===== config.mk =====
export PLATFORM = sky130hd
export DESIGN_NAME = uart_tx_arbiter
export DESIGN_NICKNAME = d
export VERILOG_FILES = /design/src/rtl/uart_tx_arbiter.sv
export SDC_FILE = /design/constraint.sdc
export NUM_CORES = 1
export LEC_CHECK = 0
export BUFFER_PORTS_ARGS = -buffer_cell sky130_fd_sc_hd__buf_2
export CAP_MARGIN = 10
export CORE_MARGIN = 1.5
export CORE_UTILIZATION = 45
export CTS_CLUSTER_DIAMETER = 50
export DETAILED_ROUTE_END_ITERATION = 8
export GPL_TIMING_DRIVEN = 0
export PLACE_DENSITY = 0.75
export SLEW_MARGIN = 5
export SYNTH_ARGS = -nofsm -noshare
export SYNTH_HDL_FRONTEND = slang
export SYNTH_SLANG_ARGS = --single-unit

===== constraint.sdc =====
create_clock -name clk -period 1.7 [get_ports clk]
set_input_delay 0.34 -clock clk [delete_from_list [all_inputs] [get_ports clk]]
set_output_delay 0.34 -clock clk [all_outputs]
set_load 0.05 [all_outputs]

===== src/rtl/uart_tx_arbiter.sv =====
// Round-robin arbiter feeding a single 8N1 UART transmitter, stepped by an external baud tick.
// Define UART_TX_ARB_PARITY_EN to insert an even-parity bit between the data and stop bits.
module uart_tx_arbiter #(
    parameter int NREQ   = 4,
    parameter int DATA_W = 8
) (
    input  logic                     clk,
    input  logic                     reset,
    input  logic                     i_tick,
    input  logic [NREQ-1:0]          i_req_valid,
    input  logic [NREQ*DATA_W-1:0]   i_req_data,
    output logic [NREQ-1:0]          o_req_ack,
    output logic                     o_tick_sync,
    output logic                     o_tx,
    output logic                     o_busy,
    output logic [$clog2(NREQ)-1:0]  o_grant_id
);
    localparam int IDW = $clog2(NREQ);
    localparam int BW  = $clog2(DATA_W);

`ifdef UART_TX_ARB_PARITY_EN
    typedef enum logic [2:0] {IDLE, START, DATA, PAR, STOP} state_t;
`else
    typedef enum logic [1:0] {IDLE, START, DATA, STOP} state_t;
`endif

    state_t                        state;
    logic [NREQ-1:0][DATA_W-1:0]   req_data;
    logic [DATA_W-1:0]             shift;
    logic [BW-1:0]                 bit_idx;
    logic [IDW-1:0]                rr_ptr;
    logic [IDW-1:0]                cand;
    logic [IDW-1:0]                win_idx;
    logic [IDW-1:0]                win_next;
    logic                          win_found;

    assign req_data = i_req_data;

    // Walk from the far end back toward rr_ptr so the nearest valid index wins.
    always_comb begin
        win_found = 1'b0;
        win_idx   = '0;
        cand      = '0;
        for (int k = NREQ - 1; k >= 0; k--) begin
            cand = IDW'((int'(rr_ptr) + k) % NREQ);
            if (i_req_valid[cand]) begin
                win_found = 1'b1;
                win_idx   = cand;
            end
        end
        win_next = IDW'((int'(win_idx) + 1) % NREQ);
    end

    always_ff @(posedge clk or negedge reset) begin
        if (!reset) begin
            state       <= IDLE;
            shift       <= '0;
            bit_idx     <= '0;
            rr_ptr      <= '0;
            o_grant_id  <= '0;
            o_req_ack   <= '0;
            o_tick_sync <= 1'b0;
            o_busy      <= 1'b0;
            o_tx        <= 1'b1;
        end else begin
            o_req_ack   <= '0;
            o_tick_sync <= 1'b0;
            case (state)
                IDLE: begin
                    // Ticks are ignored here; the sync pulse restarts the divider for the start bit.
                    if (win_found) begin
                        shift       <= req_data[win_idx];
                        o_grant_id  <= win_idx;
                        rr_ptr      <= win_next;
                        o_req_ack   <= NREQ'(1) << win_idx;
                        o_tick_sync <= 1'b1;
                        o_busy      <= 1'b1;
                        o_tx        <= 1'b0;
                        state       <= START;
                    end
                end
                START: begin
                    if (i_tick) begin
                        state   <= DATA;
                        bit_idx <= '0;
                        o_tx    <= shift[0];
                    end
                end
                DATA: begin
                    if (i_tick) begin
                        if (bit_idx == BW'(DATA_W - 1)) begin
`ifdef UART_TX_ARB_PARITY_EN
                            state <= PAR;
                            o_tx  <= ^shift;
`else
                            state <= STOP;
                            o_tx  <= 1'b1;
`endif
                        end else begin
                            bit_idx <= bit_idx + 1'b1;
                            o_tx    <= shift[bit_idx + 1'b1];
                        end
                    end
                end
`ifdef UART_TX_ARB_PARITY_EN
                PAR: begin
                    if (i_tick) begin
                        state <= STOP;
                        o_tx  <= 1'b1;
                    end
                end
`endif
                STOP: begin
                    if (i_tick) begin
                        state  <= IDLE;
                        o_busy <= 1'b0;
                        o_tx   <= 1'b1;
                    end
                end
                default: state <= IDLE;
            endcase
        end
    end
endmodule

==> flow_metrics.py <==
metrics = {
    "synth": {
        "yosys_warnings": 0,
        "syn_inst": 151,
        "avgSynthCellArea_sq_um": 9.670,
        "synth_largest_area_cell": "dfrtp_1",
        "netlist_area_sq_um": 1460,
        "syn_nets": 197,
        "ys_types": 36,
        "ys_ff_latch": 24,
        "synth.area.top_cells": "dfrtp_1, mux2i_1, ha_1",
        "synth_top_area_share_pct": 39.42,
        "seq_area_frac_synth_pct": 41.22,
    },
    "final_layout": {
        "antenna_cells": 0,
        "area_growth_pct": 30.93,
        "mostFrequentLayoutCells": "buf_2, dfrtp_1, nand2_1, mux2i_1",
        "multi_input_area_sq_um": 867.1,
        "nFillCells": 282,
        "fin_area_sq_um": 1912,
        "postLayoutCoreUtil_pct": 62.11,
        "nets": 252,
        "drive_gt1_share_pct": 38.05,
        "instances_no_fill": 249,
        "layout_commonest_cell": "buf_2",
        "ff_latch_area_sq_um": 601.8,
    },
    "detailed_routing": {
        "ant_nets": 0,
        "drt_iter0_markers": 40,
        "drt-pass1-iter-count": 4,
        "vias": 1298,
        "drcViolationCount": 0,
        "wirelength_microns": 3430,
        "vias_per_cell": 5.213,
        "avgRoutedWirePerCell_microns": 13.78,
    },
    "floorplanning": {
        "core_sq_um": 3078,
        "dieArea_sq_um": 3595,
        "pin_count": 48,
        "die_w_microns": 59.96,
        "dieHeight_microns": 59.96,
        "start_util_pct": 47.44,
        "row_count": 20,
    },
    "global_routing": {
        "grt_overflow": 0,
        "antenna_found_initial": 0,
        "grt_pass1_vias": 1241,
        "grt_max_degree": 25,
        "grt_pass1_wl_microns": 5388,
        "groute.usage.overall_pct": 19.93,
    },
    "sta": {
        "layout_setup_ws_ns": -0.1205,
        "slew_headroom_pct": 62.66,
        "timing.setup.tns_ns": -0.6213,
        "hold-worst-slack_ns": 0.3298,
        "rsz0062_at_grt": "yes",
        "tightest_slew_ns": 0.5543,
        "slew_viol_final": 0,
        "setup_violations": 7,
        "fmax_mhz": 549.3,
        "hold_viol_final": 0,
        "fin_skew_ns": 0.01558,
        "period_minus_slack_ns": 1.821,
        "min_period_over_period_pct": 107.1,
    },
    "placement": {
        "pre_cts_slack_ns": -0.3753,
        "port_buffers": 47,
        "dpl.hpwl_microns": 2565,
        "place_inst": 242,
        "globalplace.congestion": 0.7831,
        "placed_area_sq_um": 1760,
    },
    "clock_network": {
        "clkTransAtPathRegs_ns": 0.13,
        "clkLatencyLatePin_ns": 0.31,
        "cts_inserted_buffers": 3,
        "cts_sinks": 24,
        "cts_htree_levels": 1,
        "clockBufferDepth": 2,
        "cts_tree": "done",
        "clockRootBuffer": "clkbuf_4",
    },
    "status": {
        "violations": "setup timing",
        "status": "finished with violations",
    },
    "worst_setup_path": {
        "end_kind": "flop",
        "crit_type": "flop to flop",
        "rr_worst_depth": 7,
        "crit_fanout": 10,
        "required_ns": 1.90,
        "cp-start-kind": "flop",
        "worstPathArrival_ns": 2.03,
    },
    "power": {
        "power.leakage_nw": 0.9570,
        "pwr_density_cell_nw_per_um2": 1690,
        "total_power_mw": 3.232,
        "max-vdd-ir-drop_v": 0.0007435,
    },
    "worst_hold_path": {
        "holdPathStages": 3,
        "holdCritPathClass": "input pin to flop",
    },
    "job": {
        "maxCapViolCount": 0,
    },
}
==> layer usage <==
layer  vias to the layer above  share of wire, %  track usage [%]
li1                        655                 -                -
met1                       598                43            24.83
met2                        41                51            35.09
met3                         4               3.8            1.515
met4                         0               1.7            8.571
met5                         -                 0                0
==> what timing repair did <==
item | CTS | global route
hold buffers | 1 | 0
pin swaps | 1 | 1
setup endpoints to repair | 12 | 18
endpoints found under the hold margin | 12 | 0
setup buffers | 1 | 1
resized for setup | 14 | 18
gates cloned | 0 | 1
==> synthesized netlist by cell type <==
cell type and instances:
o21ai_0 9, nor2b_1 5, a22o_1 5, clkbuf_1 3, buf_1 1, nand2_2 1
nand2_1 20, a211o_1 1, mux4_2 1, a221oi_1 1, nand2b_1 1, buf_2 5
o21bai_1 1, mux2_2 1, buf_6 1, o32a_1 1, o211ai_1 8, nor3_1 5
mux2_1 1, and3_1 8, a21oi_1 4, and2_1 1, dfrtp_1 23, and2_4 1
inv_1 4, nor4_1 1, or4b_1 1, or4_1 1, xnor2_1 1, nor2_1 3
dfstp_2 1, o31ai_1 1, a21boi_0 8, ha_1 7, o21ai_1 3, mux2i_1 12
==> power by group <==
group,leakage (nW),internal (mW),switching (mW)
clock network,0.0150,0.0915,0.158
logic,0.641,0.865,1.14
registers,0.301,0.821,0.155
total,0.957,1.78,1.45
==> cell families after synthesis <==
| family | Yosys count | synth area share (%) |
|---|---|---|
| fa+ha+maj | 7 | 5.998 |
| mux | 15 | 11.31 |
| compound gates | 42 | 19.62 |
| flops | 24 | 41.22 |
| buf+inv | 14 | 4.541 |
| xor+xnor | 1 | 0.5999 |
| simple gates | 48 | 16.71 |
==> worst paths after layout <==
path	from	endpoint	slack, ns
worst max-delay path	rr_ptr[0]	shift[0]	-0.12
worst min-delay path	i_req_data[20]	shift[4]	0.33
worst max register to register	rr_ptr[0]	shift[0]	-0.12
worst min register to register	o_grant_id[0]	o_grant_id[0]	0.48
max in group asynchronous	reset	o_tx	0.79
min in group asynchronous	reset	state[1]	0.53
==> state kept, by name (all words and copies together), names as in the netlist <==
| register | cells |
|---|---|
| shift | 8 |
| o_req_ack | 4 |
| bit_idx | 3 |
| o_grant_id | 2 |
| rr_ptr | 2 |
| state | 2 |
| o_busy | 1 |
| o_tick_sync | 1 |
| o_tx | 1 |
==> worst max-delay path, cell delays in order (launching register included) <==
cell,delay [ns]
dfrtp_1,0.41
nor2b_1,0.08
or4b_4,0.50
buf_6,0.14
buf_4,0.17
and3_1,0.19
o21ai_2,0.13
o211ai_1,0.10
==> layout make-up <==
type / instances / area share, %
Inverter: 4 / 0.7853
Buffer: 9 / 4.254
Tap cell: 44 / 2.880
Timing Repair Buffer: 51 / 13.87
Multi-Input combinational cell: 113 / 45.35
Sequential cell: 24 / 31.48
Clock buffer: 4 / 1.374
(Power assumes the default switching activity.)
